[config.mk]
export PLATFORM = sky130hd
export DESIGN_NAME = adder_32bit_pipe_flat
export DESIGN_NICKNAME = d
export VERILOG_FILES = /design/src/rtl/adder_pkg.sv /design/src/rtl/adder_32bit_pipe_if.sv /design/src/rtl/add16_cin.sv /design/src/rtl/adder_32bit_pipe.sv /design/src/flat_wrapper.sv
export SDC_FILE = /design/constraint.sdc
export NUM_CORES = 1
export LEC_CHECK = 0
export CAP_MARGIN = 20
export CORE_MARGIN = 1.5
export CORE_UTILIZATION = 40
export CTS_CLUSTER_DIAMETER = 50
export CTS_CLUSTER_SIZE = 16
export DETAILED_ROUTE_END_ITERATION = 8
export MAX_ROUTING_LAYER = met4
export PLACE_DENSITY = 0.67
export SYNTH_ARGS = -nofsm -noshare
export SYNTH_HDL_FRONTEND = slang
export SYNTH_SLANG_ARGS = --single-unit
[constraint.sdc]
create_clock -name clk -period 3.88 [get_ports clk]
set_clock_uncertainty 0.1 [all_clocks]
set_input_delay 0.97 -clock clk [delete_from_list [all_inputs] [get_ports clk]]
set_output_delay 0.97 -clock clk [all_outputs]
set_load 0.005 [all_outputs]
[src/rtl/adder_pkg.sv]
// Shared widths and types for the two-stage pipelined adder.
package adder_pkg;

  localparam int ADDER_WIDTH = 32;
  localparam int ADDER_HALF  = ADDER_WIDTH / 2;

  typedef logic [ADDER_HALF-1:0] half_t;

endpackage

[src/rtl/adder_32bit_pipe_if.sv]
// Operand and result handshake bundle between the issue logic, the adder and the consumer.
interface adder_32bit_pipe_if
  import adder_pkg::*;
#(
  parameter int WIDTH = ADDER_WIDTH
) ();

  logic             in_valid;
  logic             in_ready;
  logic [WIDTH-1:0] A;
  logic [WIDTH-1:0] B;
  logic             CIN;
  logic             out_valid;
  logic             out_ready;
  logic [WIDTH-1:0] S;
  logic             C32;

  modport master (
    output in_valid, A, B, CIN, out_ready,
    input  in_ready, out_valid, S, C32
  );

  modport slave (
    input  in_valid, A, B, CIN, out_ready,
    output in_ready, out_valid, S, C32
  );

endinterface

[src/rtl/add16_cin.sv]
// Combinational half-width adder with carry-in; one sits in front of each pipeline stage.
module add16_cin
  import adder_pkg::*;
#(
  parameter int W = ADDER_HALF
) (
  input  logic [W-1:0] A,
  input  logic [W-1:0] B,
  input  logic         CIN,
  output logic [W-1:0] S,
  output logic         COUT
);

  assign {COUT, S} = {1'b0, A} + {1'b0, B} + {{W{1'b0}}, CIN};

endmodule

[src/rtl/adder_32bit_pipe.sv]
// Two-stage pipelined adder: low half plus CIN in stage 1, high half plus the
// registered low carry in stage 2, with bubble-free valid/ready flow control.
module adder_32bit_pipe
  import adder_pkg::*;
#(
  parameter int WIDTH = ADDER_WIDTH
) (
  input  logic            clk,
  input  logic            rst,
  adder_32bit_pipe_if.slave bus
);

  localparam int HALF = WIDTH / 2;

  logic            s1_valid_q, s1_valid_d;
  logic [HALF-1:0] s1_lo_q, s1_lo_d;
  logic            s1_c_q, s1_c_d;
  logic [HALF-1:0] s1_ahi_q, s1_ahi_d;
  logic [HALF-1:0] s1_bhi_q, s1_bhi_d;
  logic [WIDTH-1:0] s_q, s_d;
  logic            c32_q, c32_d;
  logic            out_valid_q, out_valid_d;

  logic [HALF-1:0] lo_sum_s;
  logic            lo_cout_s;
  logic [HALF-1:0] hi_sum_s;
  logic            hi_cout_s;
  logic            s2_free_s;
  logic            s1_adv_s;
  logic            in_ready_s;
  logic            accept_s;

  add16_cin #(.W(HALF)) u_add_lo (
    .A    (bus.A[HALF-1:0]),
    .B    (bus.B[HALF-1:0]),
    .CIN  (bus.CIN),
    .S    (lo_sum_s),
    .COUT (lo_cout_s)
  );

  add16_cin #(.W(HALF)) u_add_hi (
    .A    (s1_ahi_q),
    .B    (s1_bhi_q),
    .CIN  (s1_c_q),
    .S    (hi_sum_s),
    .COUT (hi_cout_s)
  );

  // A full stage 1 can still accept when it moves on in the same cycle.
  assign s2_free_s  = !out_valid_q || bus.out_ready;
  assign s1_adv_s   = s1_valid_q && s2_free_s;
  assign in_ready_s = !rst && (!s1_valid_q || s1_adv_s);
  assign accept_s   = bus.in_valid && in_ready_s;

  assign bus.in_ready  = in_ready_s;
  assign bus.out_valid = out_valid_q;
  assign bus.S         = s_q;
  assign bus.C32       = c32_q;

  // Next-state for both pipeline stages.
  always_comb begin
    s1_valid_d  = s1_valid_q;
    s1_lo_d     = s1_lo_q;
    s1_c_d      = s1_c_q;
    s1_ahi_d    = s1_ahi_q;
    s1_bhi_d    = s1_bhi_q;
    s_d         = s_q;
    c32_d       = c32_q;
    out_valid_d = out_valid_q;

    if (accept_s) begin
      s1_valid_d = 1'b1;
      s1_lo_d    = lo_sum_s;
      s1_c_d     = lo_cout_s;
      s1_ahi_d   = bus.A[WIDTH-1:HALF];
      s1_bhi_d   = bus.B[WIDTH-1:HALF];
    end else if (s1_adv_s) begin
      s1_valid_d = 1'b0;
    end else begin
      s1_valid_d = s1_valid_q;
    end

    if (s1_adv_s) begin
      s_d         = {hi_sum_s, s1_lo_q};
      c32_d       = hi_cout_s;
      out_valid_d = 1'b1;
    end else if (bus.out_ready) begin
      out_valid_d = 1'b0;
    end else begin
      out_valid_d = out_valid_q;
    end
  end

  // Pipeline state registers.
  always_ff @(posedge clk or posedge rst) begin
    if (rst) begin
      s1_valid_q  <= 1'b0;
      s1_lo_q     <= {HALF{1'b0}};
      s1_c_q      <= 1'b0;
      s1_ahi_q    <= {HALF{1'b0}};
      s1_bhi_q    <= {HALF{1'b0}};
      s_q         <= {WIDTH{1'b0}};
      c32_q       <= 1'b0;
      out_valid_q <= 1'b0;
    end else begin
      s1_valid_q  <= s1_valid_d;
      s1_lo_q     <= s1_lo_d;
      s1_c_q      <= s1_c_d;
      s1_ahi_q    <= s1_ahi_d;
      s1_bhi_q    <= s1_bhi_d;
      s_q         <= s_d;
      c32_q       <= c32_d;
      out_valid_q <= out_valid_d;
    end
  end

endmodule

[src/flat_wrapper.sv]
// flat-port wrapper written by rule: the top's interface ports become plain ports
module adder_32bit_pipe_flat import adder_pkg::*;
#(
  parameter int WIDTH = ADDER_WIDTH
)
  (clk, rst, bus_in_valid, bus_A, bus_B, bus_CIN, bus_out_ready, bus_in_ready, bus_out_valid, bus_S, bus_C32);
  adder_32bit_pipe_if #(.WIDTH(WIDTH)) bus_i ();
  input  logic clk;
  input  logic rst;
  input wire logic [$bits(bus_i.in_valid)-1:0] bus_in_valid;
  input wire logic [$bits(bus_i.A)-1:0] bus_A;
  input wire logic [$bits(bus_i.B)-1:0] bus_B;
  input wire logic [$bits(bus_i.CIN)-1:0] bus_CIN;
  input wire logic [$bits(bus_i.out_ready)-1:0] bus_out_ready;
  output wire logic [$bits(bus_i.in_ready)-1:0] bus_in_ready;
  output wire logic [$bits(bus_i.out_valid)-1:0] bus_out_valid;
  output wire logic [$bits(bus_i.S)-1:0] bus_S;
  output wire logic [$bits(bus_i.C32)-1:0] bus_C32;
  assign bus_i.in_valid = bus_in_valid;
  assign bus_i.A = bus_A;
  assign bus_i.B = bus_B;
  assign bus_i.CIN = bus_CIN;
  assign bus_i.out_ready = bus_out_ready;
  assign bus_in_ready = bus_i.in_ready;
  assign bus_out_valid = bus_i.out_valid;
  assign bus_S = bus_i.S;
  assign bus_C32 = bus_i.C32;
  adder_32bit_pipe #(.WIDTH(WIDTH)) u_core (.clk(clk), .rst(rst), .bus(bus_i));
endmodule
==> Implementation_results.wiki, run 1 <==
{| class="wikitable"
! Metric !! Value
|-
| Run status || finished, final reports clean
|-
| Count of flip-flops with a built-in enable after synthesis || 0
|-
| Remaining max-slew budget at the tightest pin || 0.531
|-
| DRC viols || 0
|-
| Number of cells upsized or downsized after cts || 0
|-
| Dpl hpwl || 7.16 mm
|-
| Hold Vio Cnt, Final || 0
|-
| Top-count cell post-synth || dfrtp_1
|-
| Highest metal used || met4
|-
| Fraction of registers with async set/reset || 1.00
|-
| Critical Path Sink Type || register
|-
| Grt total ovfl || 0
|-
| Leading cell types by total area after synthesis || dfrtp_1, mux2_2, ha_1
|-
| Drt first-iter violations || 107
|-
| Diode count || 0
|-
| RSZ-0062 raised after global routing || false
|-
| CP startpoint kind || input pin
|-
| Largest area contributor in the synthesized netlist || dfrtp_1
|-
| Post-layout minimum cycle time || 3.57 ns
|-
| Count of max-cap constraint violations || 0
|-
| Die area || 12000 um^2
|-
| WL met2 || 4.57 mm
|-
| List of cells traversed by the critical path || clkdlybuf4s50_1 > fa_1 > fa_1 > a211oi_1 > o21bai_1 > o22a_1 > a221oi_2 > o21ai_1 > mux2_2
|-
| Leakage power || 0.00264 uW
|-
| Via count || 3416
|-
| DRT Wirelength || 9.63 mm
|-
| Synth top cells by count || dfrtp_1, mux2_2, nand2_1
|-
| Maximum fanout count along the critical path || 3
|-
| Net count, final || 616
|-
| Number of fill cells in the layout || 988
|-
| Syn Nets || 513
|-
| Worst setup slack before clock tree synthesis || -0.0343 ns
|-
| Area of the mapped netlist || 4530 um^2
|-
| Multi-input logic area || 2350 um^2
|-
| IO Port Bufs || 103
|-
| Global-route wire length before repair || 15.7 mm
|-
| Buffering stage count on the worst path with inverters included || 1
|-
| Number of global-route vias before repair || 3449
|-
| Timing-limited maximum frequency || 280 MHz
|-
| Number of cells produced by synthesis || 410
|-
| Area overhead of the layout relative to synthesis || 32.8%
|-
| Number of ports placed on the die boundary || 104
|-
| Die Height || 109 um
|-
| Placed Cells || 642
|-
| Effective utilization at floorplan || 0.415
|-
| RePlAce Congestion || 0.852
|-
| Storage cell area || 2100 um^2
|-
| PD cells || 552 nW/um^2
|-
| Family of cells with the greatest summed delay on the critical path || compound AO/OA/AOI/OAI gates
|-
| TritonCTS buffer count || 9
|-
| Overall global routing resource usage || 0.174
|-
| Number of setup violations in the final report || 0
|-
| Met3 wire length || 537 um
|-
| Largest net degree at the start of global routing || 48
|-
| Worst min-delay path class || register to register
|-
| Flops & latches, synth || 84
|-
| Antenna violations before repair || 0
|-
| Setup fix buffers added after clock tree synthesis || 0
|-
| DRT met1 WL || 4.36 mm
|-
| Slowest stage delay, CP || 0.47 ns
|-
| Core outline area || 10900 um^2
|-
| Data arrival time of the critical path || 3.69 ns
|-
| Mean instance size in the synthesized netlist || 11.1 um^2
|-
| Share of the cycle needed by the critical path after routing || 0.921
|-
| Non-filler instance count after layout || 655
|-
| Ratio of routed vias to standard cells || 5.22
|-
| Clock-pin transition on the worst setup and hold timing paths || 0.06 ns
|-
| Clock tree root buffer cell || clkbuf_16
|-
| Peak supply drop || 0.330 mV
|-
| CTS Hold Bufs || 0
|-
| Post-detailed-route wirelength per cell || 14.7 um
|-
| Clock Path Buffers || 2
|-
| Width of the die || 109 um
|-
| Number of warnings printed during yosys synthesis || 0
|-
| Sinks on the clock net || 84
|-
| Required time of the critical path || 4.00 ns
|-
| Number of standard-cell rows in the floorplan || 38
|-
| Count of unique library cells instantiated by Yosys || 43
|-
| Cell type of the slowest stage on the worst timing path || fa_1
|-
| Drt pass-1 iters || 6
|-
| TritonCTS clock tree || built
|-
| Worst-Margin Slew || 0.703 ns
|-
| Number of max-slew violations in the final report || 0
|-
| Top-area cell type share of the netlist area || 0.464
|-
| Setup ws final || 0.305 ns
|-
| Clock latency on the worst-skew pair || 0.33 ns
|-
| Antenna viol nets, final || 0
|-
| Critical Path Most Common Cell || fa_1
|-
| Startpoint-to-endpoint class of the critical path || input pin to register
|-
| Commonest register cell after synthesis || dfrtp_1
|-
| Fraction of layout cells with a size suffix above 1 || 0.157
|-
| Seq/Total Area, Yosys || 0.464
|-
| CTS HTree Levels || 3
|-
| Reg-to-reg slack, setup || 1.01 ns
|}
==> flip-flops by register name, summed over array words and instances (netlist names) <==
name and count:
u_core.bus.S 32, u_core.s1_bhi_q 16, u_core.s1_valid_q 1, u_core.bus.out_valid 1, u_core.s1_ahi_q 16, u_core.s1_c_q 1, u_core.s1_lo_q 16, u_core.bus.C32 1
==> layout make-up <==
class | instances | area share
multi-input combinational | 305 | 0.391
sequential | 84 | 0.349
inverter | 5 | 0.00332
clock inverter | 3 | 0.00665
clock buffer | 10 | 0.0397
timing repair buffer | 108 | 0.182
tap | 140 | 0.0291
==> path summary, 6_finish.rpt <==
check                              startpoint                 end  depth (start not counted)
setup / recovery                      bus_CIN       u_core.s1_c_q                          9
hold reg to reg             u_core.s1_lo_q[7]   u_core.s1_lo_q[7]                          2
max in group asynchronous                 rst  u_core.s1_bhi_q[5]                          3
hold / removal              u_core.s1_lo_q[7]   u_core.s1_lo_q[7]                          2
min in group asynchronous                 rst    u_core.bus.S[16]                          2
setup reg to reg           u_core.s1_bhi_q[0]    u_core.bus.S[28]                          8
==> logic make-up after synthesis <==
family / after synthesis / share of synthesized area
AO/OA/AOI/OAI: 110 / 0.153
flip-flops: 84 / 0.464
AND/OR/NAND/NOR: 79 / 0.0762
multiplexers: 54 / 0.134
adder cells (fa/ha/maj): 34 / 0.100
XOR/XNOR: 28 / 0.0541
buffers and inverters: 21 / 0.0185
==> placed cells by master (no fill, tap or decap), types with 4 or more instances in the layout <==
cell type,instances
inv_1,4
o21ai_0,31
xnor2_1,11
nor2_1,9
dfrtp_1,84
clkdlybuf4s50_1,103
a21o_1,12
mux2_2,53
nand3_1,4
xor2_1,17
fa_1,4
o21bai_1,5
ha_1,30
nand2_1,46
o21a_1,4
nand4_1,4
a21oi_1,28
clkbuf_16,9
o21ai_1,8
==> per-stage QoR <==
stage | TNS (ns) | cell area (um^2) | hold slack, ns | total power [uW] | utilization
2_1_floorplan | 0 | 4530 | 0.346 | 1950 | -
3_3_place_gp | 0 | 5740 | 0.362 | 2490 | 0.525
3_5_place_dp | -0.0343 | 5740 | 0.367 | 2530 | 0.525
4_1_cts | 0 | 6020 | 0.380 | 3360 | 0.551
5_1_grt | 0 | 6020 | 0.399 | 3560 | 0.551
6_report | 0 | 6020 | 0.377 | 3330 | 0.551
==> power breakdown <==
part	switching (uW)	internal, uW
Clock	316	502
Sequential	151	1130
Combinational	515	710
==> routing by layer <==
metal,global-route usage,vias to the layer above
li1,-,1680
met1,0.207,1630
met2,0.289,89
met3,0.0391,17
met4,0.0659,0
met5,-,-
==> worst min-delay path: cells and delay by family, from the launching register on <==
family	cells	cell delay, ns
AOI/OAI and AO/OA	1	0.06
and+or+nand+nor	1	0.04
DFF	1	0.34
Note: power is estimated with default switching activity, not from simulation.
==> run 2, diff against run 1 <==
- CORE_MARGIN: 1.5 -> 4
==> run 2 against run 1 <==
Net effect: worst hold slack hardly changed; clock power is essentially flat; utilization down 0.15 points; final area rose by 0.17%; maximum frequency rose by 0.42%; register-to-register slack about the same; critical endpoint unchanged.
==> Implementation_results.wiki, run 2 (synthesis results as in run 1) <==
{| class="wikitable"
! Metric !! Value
|-
| Post-detailed-route wirelength per cell || 14.9 um (was 14.7 um)
|-
| Sinks on the clock net || 84 (unchanged)
|-
| Post-layout instance area || 6030 um^2 (was 6020 um^2)
|-
| TritonCTS buffer count || 9 (unchanged)
|-
| Timing-limited maximum frequency || 281 MHz (was 280 MHz)
|-
| Switching Fraction || 0.305 (was 0.295)
|-
| Fraction of layout cells with a size suffix above 1 || 0.162 (was 0.157)
|-
| Ratio of routed vias to standard cells || 5.11 (was 5.22)
|-
| Internal || 2310 uW (was 2350 uW)
|-
| Maximum fanout count along the critical path || 3 (unchanged)
|-
| Number of standard-cell rows in the floorplan || 38 (unchanged)
|-
| Clock Path Buffers || 2 (unchanged)
|-
| Combinational share of power || 0.367 (was 0.368)
|-
| Share of the cycle needed by the critical path after routing || 0.918 (was 0.921)
|-
| Peak supply drop || 0.265 mV (was 0.330 mV)
|-
| Share of the core filled with cells || 0.549 (was 0.551)
|-
| Global-route wire length before repair || 16.6 mm (was 15.7 mm)
|-
| TritonCTS clock tree || built (unchanged)
|-
| Post-place instance area || 5740 um^2 (unchanged)
|-
| Remaining max-slew budget at the tightest pin || 0.461 (was 0.531)
|-
| Net count, final || 616 (unchanged)
|-
| Pwr Total || 3320 uW (was 3330 uW)
|-
| PD cells || 551 nW/um^2 (was 552 nW/um^2)
|-
| Worst-Margin Slew || 0.807 ns (was 0.703 ns)
|-
| Largest net degree at the start of global routing || 47 (was 48)
|-
| Antenna violations before repair || 0 (unchanged)
|-
| Overall global routing resource usage || 0.163 (was 0.174)
|-
| Drt first-iter violations || 161 (was 107)
|-
| Number of setup violations in the final report || 0 (unchanged)
|-
| Hold Vio Cnt, Final || 0 (unchanged)
|-
| Run status || finished, final reports clean (unchanged)
|-
| Effective utilization at floorplan || 0.413 (was 0.415)
|-
| Leading cell types in the layout, fill and taps excluded || clkdlybuf4s50_1, dfrtp_1, mux2_2, nand2_1, o21ai_0 (unchanged)
|-
| Startpoint-to-endpoint class of the critical path || input pin to register (unchanged)
|-
| Post-layout minimum cycle time || 3.56 ns (was 3.57 ns)
|-
| DRC viols || 0 (unchanged)
|-
| RSZ-0062 raised after global routing || false (unchanged)
|-
| Setup fix buffers added after clock tree synthesis || 0 (unchanged)
|-
| Via count || 3362 (was 3416)
|-
| Leakage power || 0.00263 uW (was 0.00264 uW)
|-
| CTS Hold Bufs || 0 (unchanged)
|-
| Drt pass-1 iters || 5 (was 6)
|-
| Grt total ovfl || 0 (unchanged)
|-
| Relative contribution of the clock network to total power || 0.245 (was 0.246)
|-
| Clock tree root buffer cell || clkbuf_16 (unchanged)
|-
| Clock latency on the worst-skew pair || 0.34 ns (was 0.33 ns)
|-
| CP startpoint kind || input pin (unchanged)
|-
| Switching component of the power || 1010 uW (was 982 uW)
|-
| Required time of the critical path || 4.00 ns (about the same)
|-
| IO Port Bufs || 103 (unchanged)
|-
| Core outline area || 11000 um^2 (was 10900 um^2)
|-
| Number of cells upsized or downsized after cts || 0 (unchanged)
|-
| Number of ports placed on the die boundary || 104 (unchanged)
|-
| Number of max-slew violations in the final report || 0 (unchanged)
|-
| Critical Path Sink Type || register (unchanged)
|-
| Data arrival time of the critical path || 3.68 ns (was 3.69 ns)
|-
| Diode count || 0 (unchanged)
|-
| Worst min-delay path class || register to register (unchanged)
|-
| CTS HTree Levels || 3 (unchanged)
|-
| Area overhead of the layout relative to synthesis || 33.1% (was 32.8%)
|-
| Width of the die || 114 um (was 109 um)
|-
| DRT Wirelength || 9.80 mm (was 9.63 mm)
|-
| Sequential cell fraction of total power || 0.387 (was 0.386)
|-
| Number of global-route vias before repair || 3638 (was 3449)
|-
| Die Height || 114 um (was 109 um)
|-
| Largest register FFs || 32 (unchanged)
|-
| Most common cell after layout, fill and taps aside || clkdlybuf4s50_1 (unchanged)
|-
| Clock-pin transition on the worst setup and hold timing paths || 0.06 ns (about the same)
|-
| Dpl hpwl || 7.47 mm (was 7.16 mm)
|-
| Antenna viol nets, final || 0 (unchanged)
|-
| RePlAce Congestion || 0.823 (was 0.852)
|-
| Count of max-cap constraint violations || 0 (unchanged)
|-
| Die area || 13100 um^2 (was 12000 um^2)
|}
[run 2: critical path: stages]
cell and delay, ns:
clkdlybuf4s50_1 0.43, fa_1 0.46, fa_1 0.45, a211oi_1 0.27, o21bai_1 0.13, o22a_1 0.25, a221oi_2 0.34, o21ai_1 0.11
mux2_2 0.26
[run 2: cell type report]
| type | instances | area, um^2 |
|---|---|---|
| clock buffer | 11 | 253 |
| fill | 966 | 4950 |
| clock inverter | 5 | 36.3 |
| sequential | 84 | 2100 |
| timing repair buffer | 108 | 1090 |
| tap | 140 | 175 |
| multi-input combinational | 305 | 2350 |
| inverter | 5 | 20.0 |
[run 2: power by group through the flow]
stage	Clock (uW)	Sequential (uW)	Combinational, uW
after floorplan	0	1280	675
after CTS	833	1290	1240
final	816	1290	1220
after global placement	0	1300	1200
after detailed placement	0	1300	1230
after global routing	866	1320	1360
[run 2: per-layer routing]
layer | vias to the layer above | share of wire | track usage
li1 | 1673 | - | -
met2 | 89 | 0.47 | 0.263
met4 | 0 | 0.017 | 0.0594
met1 | 1587 | 0.46 | 0.208
met3 | 13 | 0.051 | 0.0254
met5 | - | 0 | -
[run 2: final timing paths]
| check | start | to | slack (ns) | cells after the start |
|---|---|---|---|---|
| hold reg to reg | u_core.s1_lo_q[8] | u_core.s1_lo_q[8] | 0.38 | 2 |
| setup / recovery | bus_CIN | u_core.s1_c_q | 0.32 | 9 |
| max in group asynchronous | rst | u_core.bus.S[20] | 1.92 | 3 |
| hold / removal | u_core.s1_lo_q[8] | u_core.s1_lo_q[8] | 0.38 | 2 |
| min in group asynchronous | rst | u_core.s1_lo_q[8] | 1.09 | 2 |
| setup reg to reg | u_core.s1_bhi_q[0] | u_core.bus.S[28] | 1.02 | 8 |
[run 2: stage by stage]
step / TNS (ns) / std cells / setup slack [ns] / hold WS (ns)
after floorplan: 0 / 410 / 0.584 / 0.346
after global placement: 0 / 642 / 0.00986 / 0.359
after detailed placement: -0.0248 / 642 / -0.0248 / 0.368
after CTS: 0 / 658 / 0.319 / 0.382
after global routing: 0 / 658 / 0.133 / 0.411
final: 0 / 658 / 0.320 / 0.377
==> run 3, diff against run 2 <==
- MAX_ROUTING_LAYER: met4 -> not set
- SKIP_LAST_GASP: not set -> 1
==> run 3 against run 2 <==
Net effect: register-to-register slack about the same; maximum frequency about the same; clock-buffer cell count unchanged; critical path depth unchanged; non-clock buffer count unchanged; die area unchanged; sequential power about the same; clock power about the same; worst setup slack better by 0.0034 ns; utilization unchanged; total power about the same; flip-flop and latch count unchanged; critical path type unchanged; critical endpoint unchanged; largest cell class unchanged.
==> Implementation_results.wiki, run 3 (synthesis results as in run 1) <==
{| class="wikitable"
! Metric !! Value
|-
| Die Height || 114 um (unchanged)
|-
| Setup fix buffers added after clock tree synthesis || 0 (unchanged)
|-
| Effective utilization at floorplan || 0.413 (unchanged)
|-
| Largest net degree at the start of global routing || 47 (unchanged)
|-
| TritonCTS clock tree || built (unchanged)
|-
| DRC viols || 0 (unchanged)
|-
| CTS HTree Levels || 3 (unchanged)
|-
| Data arrival time of the critical path || 3.68 ns (about the same)
|-
| Worst setup slack before clock tree synthesis || -0.0248 ns (unchanged)
|-
| Number of max-slew violations in the final report || 0 (unchanged)
|-
| Startpoint-to-endpoint class of the critical path || input pin to register (unchanged)
|-
| Depth of the most critical reg-to-reg path || 8 (unchanged)
|-
| Internal || 2310 uW (about the same)
|-
| Timing-limited maximum frequency || 281 MHz (about the same)
|-
| Number of ports placed on the die boundary || 104 (unchanged)
|-
| IO Port Bufs || 103 (unchanged)
|-
| Share of the cycle needed by the critical path after routing || 0.917 (was 0.918)
|-
| Width of the die || 114 um (unchanged)
|-
| Number of cells upsized or downsized after cts || 0 (unchanged)
|-
| Overall global routing resource usage || 0.159 (was 0.163)
|-
| Endpoint with the worst hold slack || u_core.s1_lo_q[8] (unchanged)
|-
| Maximum fanout count along the critical path || 3 (unchanged)
|-
| RePlAce Congestion || 0.811 (was 0.823)
|-
| Sequential cell fraction of total power || 0.387 (about the same)
|-
| Antenna violations before repair || 0 (unchanged)
|-
| Drt pass-1 iters || 4 (was 5)
|-
| Number of standard-cell rows in the floorplan || 38 (unchanged)
|-
| Combinational share of power || 0.367 (about the same)
|-
| Post-layout instance area || 6030 um^2 (unchanged)
|-
| Required time of the critical path || 4.00 ns (about the same)
|-
| Clock Path Buffers || 2 (unchanged)
|-
| Global-route wire length before repair || 16.6 mm (about the same)
|-
| CTS Hold Bufs || 0 (unchanged)
|-
| Worst-Margin Slew || 0.806 ns (was 0.807 ns)
|-
| Antenna viol nets, final || 0 (unchanged)
|-
| Setup ws final || 0.323 ns (was 0.320 ns)
|-
| Most common cell after layout, fill and taps aside || clkdlybuf4s50_1 (unchanged)
|-
| Switching Fraction || 0.305 (about the same)
|-
| Worst min-delay path class || register to register (unchanged)
|-
| Slowest stage delay, CP || 0.46 ns (about the same)
|-
| Switching component of the power || 1010 uW (about the same)
|-
| FF-to-FF Start || u_core.s1_bhi_q[0] (unchanged)
|-
| Run status || finished, final reports clean (unchanged)
|-
| Fraction of layout cells with a size suffix above 1 || 0.162 (unchanged)
|-
| List of cells traversed by the critical path || clkdlybuf4s50_1 > fa_1 > fa_1 > a211oi_1 > o21bai_1 > o22a_1 > a221oi_2 > o21ai_1 > mux2_2 (unchanged)
|-
| Relative contribution of the clock network to total power || 0.246 (was 0.245)
|-
| Count of max-cap constraint violations || 0 (unchanged)
|-
| Leading cell types in the layout, fill and taps excluded || clkdlybuf4s50_1, dfrtp_1, mux2_2, nand2_1, o21ai_0 (unchanged)
|-
| Post-layout minimum cycle time || 3.56 ns (about the same)
|-
| Number of fill cells in the layout || 966 (unchanged)
|-
| Grt total ovfl || 0 (unchanged)
|-
| Largest register FFs || 32 (unchanged)
|-
| Post-detailed-route wirelength per cell || 14.9 um (about the same)
|-
| Cell type of the slowest stage on the worst timing path || fa_1 (unchanged)
|-
| Sinks on the clock net || 84 (unchanged)
|-
| Clock-pin transition on the worst setup and hold timing paths || 0.06 ns (about the same)
|-
| Remaining max-slew budget at the tightest pin || 0.462 (was 0.461)
|-
| Hold Vio Cnt, Final || 0 (unchanged)
|-
| TritonCTS buffer count || 9 (unchanged)
|-
| Clock tree root buffer cell || clkbuf_16 (unchanged)
|-
| Start point of the worst hold path || u_core.s1_lo_q[8] (unchanged)
|-
| Leakage power || 0.00263 uW (unchanged)
|-
| CP startpoint kind || input pin (unchanged)
|-
| RSZ-0062 raised after global routing || false (unchanged)
|-
| Reg-to-reg slack, setup || 1.02 ns (about the same)
|-
| Critical Path Most Common Cell || fa_1 (unchanged)
|-
| DRT Wirelength || 9.83 mm (was 9.80 mm)
|-
| Dpl hpwl || 7.47 mm (unchanged)
|-
| Peak supply drop || 0.265 mV (about the same)
|-
| Net count, final || 616 (unchanged)
|-
| Drt first-iter violations || 164 (was 161)
|-
| Critical Path Sink Type || register (unchanged)
|-
| RR Endpoint || u_core.bus.S[28] (unchanged)
|-
| Via count || 3366 (was 3362)
|-
| Die area || 13100 um^2 (unchanged)
|-
| Cell depth of the worst hold path || 2 (unchanged)
|-
| Post-place instance area || 5740 um^2 (unchanged)
|-
| Core outline area || 11000 um^2 (unchanged)
|-
| Area overhead of the layout relative to synthesis || 33.1% (unchanged)
|-
| Number of setup violations in the final report || 0 (unchanged)
|-
| Number of global-route vias before repair || 3638 (unchanged)
|-
| PD cells || 551 nW/um^2 (about the same)
|-
| Diode count || 0 (unchanged)
|-
| Ratio of routed vias to standard cells || 5.12 (was 5.11)
|-
| Clock latency on the worst-skew pair || 0.34 ns (about the same)
|}
## run 3: worst max-delay path by stage
stage,from,end,depth (start not counted)
finish,bus_CIN,u_core.s1_c_q,9
global placement,bus_CIN,u_core.s1_c_q,9
detailed placement,bus_CIN,u_core.s1_c_q,9
CTS,bus_CIN,u_core.s1_c_q,9
global route,bus_CIN,u_core.s1_c_q,9
floorplan,bus_CIN,u_core.s1_c_q,8
## run 3: metal layers
| layer | global-route usage | wire (um) | vias up |
|---|---|---|---|
| met2 | 0.263 | 4610 | 94 |
| li1 | - | - | 1672 |
| met5 | 0 | 0 | - |
| met4 | 0.0594 | 190 | 0 |
| met3 | 0.0307 | 543 | 14 |
| met1 | 0.205 | 4480 | 1586 |
## run 3: critical path, delay by kind of cell
family | cells | cell delay [ns]
adders and majority gates | 2 | 0.90
buffers and inverters | 1 | 0.43
muxes | 1 | 0.26
AOI/OAI and AO/OA | 5 | 1.10
## run 3: final cells by class
class,instances,area (um^2),share of cell area
clock buffers,11,253,0.0419
inverters,5,20.0,0.00332
clock inverters,5,36.3,0.00601
multi-input cells,305,2350,0.390
flip-flops and latches,84,2100,0.348
repair buffers,108,1090,0.181
well taps,140,175,0.0290
## run 3: power groups by stage
| stage | clock network, uW | registers, uW | logic [uW] |
|---|---|---|---|
| CTS | 833 | 1290 | 1240 |
| detailed placement | 0 | 1300 | 1230 |
| global placement | 0 | 1300 | 1200 |
| global route | 868 | 1320 | 1360 |
| floorplan | 0 | 1280 | 675 |
| finish | 816 | 1290 | 1220 |
## run 3: through the flow
stage | total power [uW] | cells | setup TNS (ns) | hold slack [ns] | util
5_1_grt | 3550 | 658 | 0 | 0.411 | 0.549
3_3_place_gp | 2500 | 642 | 0 | 0.359 | 0.523
6_report | 3320 | 658 | 0 | 0.377 | 0.549
4_1_cts | 3360 | 658 | 0 | 0.382 | 0.549
3_5_place_dp | 2530 | 642 | -0.0248 | 0.368 | 0.523
2_1_floorplan | 1950 | 410 | 0 | 0.346 | -
